`src/rtl/logic_unit_pkg.sv`:
```
// Shared op codes, defaults and the bitwise
// result function for the debounced logic unit.
package logic_unit_pkg;

  localparam logic [2:0] OP_AND    = 3'd0;
  localparam logic [2:0] OP_OR     = 3'd1;
  localparam logic [2:0] OP_XOR    = 3'd2;
  localparam logic [2:0] OP_NOT_A  = 3'd3;
  localparam logic [2:0] OP_NAND   = 3'd4;
  localparam logic [2:0] OP_NOR    = 3'd5;
  localparam logic [2:0] OP_XNOR   = 3'd6;
  localparam logic [2:0] OP_PASS_A = 3'd7;

  localparam int DEFAULT_DEBOUNCE_CYCLES = 4;

  function automatic logic [31:0] logic_op(
    input logic [2:0]  op,
    input logic [31:0] a,
    input logic [31:0] b
  );
    logic [31:0] r;
    r = '0;
    case (op)
      OP_AND:    r = a & b;
      OP_OR:     r = a | b;
      OP_XOR:    r = a ^ b;
      OP_NOT_A:  r = ~a;
      OP_NAND:   r = ~(a & b);
      OP_NOR:    r = ~(a | b);
      OP_XNOR:   r = ~(a ^ b);
      OP_PASS_A: r = a;
      default:   r = '0;
    endcase
    return r;
  endfunction

endpackage

```
`src/rtl/debounce_cell.sv`:
```
// One-bit two-flop synchroniser followed by a
// disagreement counter that gates the stable level.
module debounce_cell
  import logic_unit_pkg::*;
#(
  parameter int DEBOUNCE_CYCLES = DEFAULT_DEBOUNCE_CYCLES
) (
  input  logic clk,
  input  logic rst_n,
  input  logic raw,
  output logic stable
);

  localparam int CW = $clog2(DEBOUNCE_CYCLES + 1);
  localparam logic [CW-1:0] LAST = CW'(DEBOUNCE_CYCLES - 1);

  logic          sync1;
  logic          sync2;
  logic [CW-1:0] cnt;

  // plain two-flop synchroniser, nothing between the stages
  always_ff @(posedge clk or negedge rst_n) begin
    if (!rst_n) begin
      sync1 <= 1'b0;
      sync2 <= 1'b0;
    end else begin
      sync1 <= raw;
      sync2 <= sync1;
    end
  end

  // count consecutive disagreeing cycles; accept on the last one
  always_ff @(posedge clk or negedge rst_n) begin
    if (!rst_n) begin
      cnt    <= '0;
      stable <= 1'b0;
    end else if (sync2 == stable) begin
      cnt <= '0;
    end else if (cnt == LAST) begin
      stable <= sync2;
      cnt    <= '0;
    end else begin
      cnt <= cnt + CW'(1);
    end
  end

endmodule

```
`src/rtl/debounced_logic_unit.sv`:
```
// Debounced two-bus push-button logic unit with
// registered LED result, press pulses and change strobe.
module debounced_logic_unit
  import logic_unit_pkg::*;
#(
  parameter int WIDTH           = 4,
  parameter int DEBOUNCE_CYCLES = DEFAULT_DEBOUNCE_CYCLES
) (
  input  logic             clk,
  input  logic             rst_n,
  input  logic [WIDTH-1:0] btn_a,
  input  logic [WIDTH-1:0] btn_b,
  input  logic [2:0]       op,
  output logic [WIDTH-1:0] a_stable,
  output logic [WIDTH-1:0] b_stable,
  output logic [WIDTH-1:0] a_press,
  output logic [WIDTH-1:0] led_result,
  output logic             result_changed
);

  logic [WIDTH-1:0] a_prev;
  logic [WIDTH-1:0] led_next;

  for (genvar i = 0; i < WIDTH; i++) begin : g_bit
    debounce_cell #(
      .DEBOUNCE_CYCLES(DEBOUNCE_CYCLES)
    ) u_a (
      .clk   (clk),
      .rst_n (rst_n),
      .raw   (btn_a[i]),
      .stable(a_stable[i])
    );
    debounce_cell #(
      .DEBOUNCE_CYCLES(DEBOUNCE_CYCLES)
    ) u_b (
      .clk   (clk),
      .rst_n (rst_n),
      .raw   (btn_b[i]),
      .stable(b_stable[i])
    );
  end

  // a_stable one cycle old, so a press shows for the cycle after it rises
  always_ff @(posedge clk or negedge rst_n) begin
    if (!rst_n) a_prev <= '0;
    else        a_prev <= a_stable;
  end

  assign a_press = a_stable & ~a_prev;

  // bitwise result of the current op on the debounced operands
  always_comb begin
    led_next = WIDTH'(logic_op(op, 32'(a_stable), 32'(b_stable)));
  end

  // single result update per edge plus a strobe when it differs
  always_ff @(posedge clk or negedge rst_n) begin
    if (!rst_n) begin
      led_result     <= '0;
      result_changed <= 1'b0;
    end else begin
      led_result     <= led_next;
      result_changed <= (led_next != led_result);
    end
  end

endmodule

```
`config.mk`:
```
export PLATFORM = sky130hd
export DESIGN_NAME = debounced_logic_unit
export DESIGN_NICKNAME = d
export VERILOG_FILES = /design/src/rtl/logic_unit_pkg.sv /design/src/rtl/debounce_cell.sv /design/src/rtl/debounced_logic_unit.sv
export SDC_FILE = /design/constraint.sdc
export NUM_CORES = 1
export LEC_CHECK = 0
export ABC_AREA = 1
export BUFFER_PORTS_ARGS = -buffer_cell sky130_fd_sc_hd__clkbuf_2
export CORE_ASPECT_RATIO = 0.7
export CORE_UTILIZATION = 35
export DETAILED_ROUTE_END_ITERATION = 12
export SLEW_MARGIN = 20
export SYNTH_ARGS = -nofsm -noshare
export SYNTH_HDL_FRONTEND = slang
export SYNTH_HIERARCHICAL = 1
export SYNTH_SLANG_ARGS = --single-unit
```
`constraint.sdc`:
```
create_clock -name clk -period 1.8 [get_ports clk]
set_input_delay 0.27 -clock clk [delete_from_list [all_inputs] [get_ports clk]]
set_output_delay 0.27 -clock clk [all_outputs]
set_load 0.01 [all_outputs]
```
==> flow_metrics.py <==
metrics = {
    "timing": {
        "skew_ns": 0.006629,
        "fin_crit_ns": 1.532,
        "hold_viol_final": 0,
        "fin_tns_setup_ns": 0,
        "report.final.slew_viol_count": 0,
        "worst_pin_slew_ns": 0.3421,
        "fin_ws_ns": 0.2681,
        "finalCritPeriodShare_pct": 85.11,
        "relSlewSlack_pct": 77.11,
        "rsz0062_at_grt": "no",
        "max_freq_mhz": 652.8,
        "setup_viol": 0,
    },
    "cells_and_area": {
        "area_growth_pct": 20.85,
        "drive_gt1_share_pct": 24.80,
        "nNetsFinal": 391,
        "diodes": 0,
        "fin_area_sq_mm": 0.003364,
        "final_core_util_pct": 44.97,
    },
    "die": {
        "initial_utilization_pct": 37.21,
        "dieWidth_um": 108.6,
        "placementRows": 26,
        "die_y_um": 76.62,
        "ios": 30,
        "design.core.area_sq_mm": 0.007482,
        "die_area_sq_mm": 0.008321,
    },
    "global_route": {
        "grt_pass1_vias": 1872,
        "grt_max_degree": 58,
        "track_usage_pct": 14.34,
        "antenna_found_initial": 0,
        "grt_overflow_total": 0,
        "grt_first_pass_wirelength_mm": 8.742,
    },
    "hold_path": {
        "worstHoldPathType": "input port to register",
        "worstHoldPathCells": 1,
        "min_from": "btn_a[0]",
        "holdPathEnd": "g_bit[0].u_a/sync1",
    },
    "clock_tree": {
        "clockRootBuffer": "clkbuf_16",
        "cts_buffers": 9,
        "clock_latency_ns": 0.32,
        "h-tree-depth": 3,
        "cts_buffer_depth": 2,
        "cts_tree": "built",
        "clkTransAtPathRegs_ns": 0.05,
        "clock_sinks": 57,
        "post_cts_buffers": 0,
    },
    "synth": {
        "synth_fp_nets": 351,
        "yosys_warnings": 6,
        "synth_cells": 322,
        "ys_seq_area_share_pct": 51.24,
        "netlist_area_sq_mm": 0.002784,
        "synth_seq_cells": 57,
        "synth.avg_cell_area_sq_um": 8.646,
        "ys_types": 16,
    },
    "route": {
        "wl_mm": 5.001,
        "drt_pre_antenna_iters": 4,
        "post_drt_wl_per_cell_um": 10.75,
        "drc": 0,
        "ant_nets": 0,
        "viasPerCell": 4.402,
        "drt_iter0_drc": 111,
        "num_vias": 2047,
    },
    "flow_run": {
        "maxCapViolCount": 0,
    },
    "setup_path": {
        "reg2reg_slack_ns": 0.27,
        "end_kind": "register",
        "critical_path_class": "register to register",
        "crit_fanout": 8,
        "r2r_start": "g_bit[1].u_a/stable",
        "worstSetupStartpointType": "register",
        "rr_endpoint": "result_changed",
        "ff2ff_path_depth": 10,
        "worst_ep_arrival_time_ns": 1.75,
        "crit_required_ns": 2.01,
    },
    "power": {
        "fin_total_pwr_w": 0.005176,
        "ir_worst_vdd_mv": 0.8877,
        "power_density_mw_per_mm2": 1538,
        "cellLeakagePower_nw": 1.803,
    },
    "run_status": {
        "outcome": "completed",
    },
    "placed_design": {
        "place_area_sq_mm": 0.003039,
        "pre_cts_ws_ns": 0.1902,
        "hpwl_mm": 3.609,
        "portBuffers": 29,
        "gp_congestion": 0.8039,
    },
}
[cell type report]
cell class                 count  area [sq um]
fill                         755          4118
tap                           98         122.6
clock buffer                  10         229.0
inverter                      61         229.0
sequential                    57          1430
clock inverter                 6         82.58
multi-input combinational    200          1081
timing repair buffer          33         190.2
[worst max-delay path: stages (launching register included)]
cell and delay, ns:
dfrtp_2 0.42, inv_1 0.08, ha_1 0.31, nand4_1 0.09
nand2_1 0.07, nor2_2 0.11, nand3_2 0.08, nand2_1 0.06
nand2_1 0.04, nor2_1 0.10, nand2_1 0.06
[per-stage QoR]
stage	instances	hold WS (ns)
after floorplan	322	-0.02559
after global placement	448	0.2995
after detailed placement	448	0.3004
after CTS	465	0.03091
after global routing	465	0.02687
final	465	0.04761
[cell families (layout without fill, tap and decap cells)]
kind of cell	Yosys count	in the layout	share of synthesized area, %
simple gates	182	182	31.28
buf+inv	65	110	9.932
flops	57	57	51.24
fa+ha+maj	16	16	7.191
compound gates	2	2	0.3596
[layout by cell type, fill, tap and decap left out]
cell type,synthesis,routed
buf_12,0,1
buf_4,0,2
bufinv_16,0,2
clkbuf_1,0,1
clkbuf_16,0,9
clkbuf_2,0,29
clkinv_2,0,3
clkinvlp_4,0,1
dfrtp_1,57,54
dfrtp_2,0,3
dlygate4sd3_1,0,1
ha_1,16,16
inv_1,59,59
inv_2,2,2
nand2_1,77,77
nand2_2,24,24
nand3_1,10,10
nand3_2,5,5
nand3b_1,2,2
nand4_1,19,19
nor2_1,35,35
nor2_2,9,9
nor3_2,1,1
o21ai_0,2,2
[sequential cells by signal, summed over array words and instances, names as in the netlist]
name and flops:
a_prev 4, led_result 4, g_bit.u_a/sync1 4, g_bit.u_a/sync2 4, g_bit.u_a/cnt 12, g_bit.u_b/sync1 4, g_bit.u_b/stable 4, g_bit.u_b/cnt 12
g_bit.u_a/stable 4, g_bit.u_b/sync2 4, result_changed 1
[how the worst max path moves through the flow]
stage | start | end | slack (ns)
after floorplan | g_bit[2].u_a/stable | result_changed | 0.27
after global placement | op[2] | result_changed | 0.22
after detailed placement | g_bit[1].u_a/stable | result_changed | 0.19
after CTS | g_bit[1].u_a/stable | result_changed | 0.19
after global routing | g_bit[2].u_b/stable | result_changed | 0.04
final | g_bit[1].u_a/stable | result_changed | 0.27
[per-layer routing]
layer | share of wire (%) | GRT usage, % | vias to the layer above | wire length [um]
li1 | - | - | 1067 | -
met4 | 1.4 | 6.892 | 0 | 72
met2 | 43 | 20.06 | 45 | 2139
met3 | 6.6 | 6.929 | 4 | 329
met1 | 49 | 18.34 | 931 | 2460
met5 | 0 | 0 | - | 0
[cell usage after synthesis]
cell type	number	area, sq um
nand2_1	77	289.0
nor3_2	1	10.01
buf_6	3	33.78
inv_1	59	221.5
nand3_2	5	50.05
ha_1	16	200.2
clkbuf_8	1	13.76
nand3b_1	2	15.01
nor2_1	35	131.4
nor2_2	9	56.30
nand2_2	24	150.1
nand4_1	19	118.9
dfrtp_1	57	1426
inv_2	2	7.510
o21ai_0	2	10.01
nand3_1	10	50.05
[power breakdown]
group | internal, W | switching, W
logic | 0.000636 | 0.000926
registers | 0.00163 | 0.000239
clock network | 0.00120 | 0.000549
total | 0.00346 | 0.00171
[timing repair]
item,in CTS,in global routing
resized for setup,0,3
endpoints found under the setup margin,0,1
endpoints found under the hold margin,57,0
hold buffers,1,0
(Power assumes the default switching activity.)
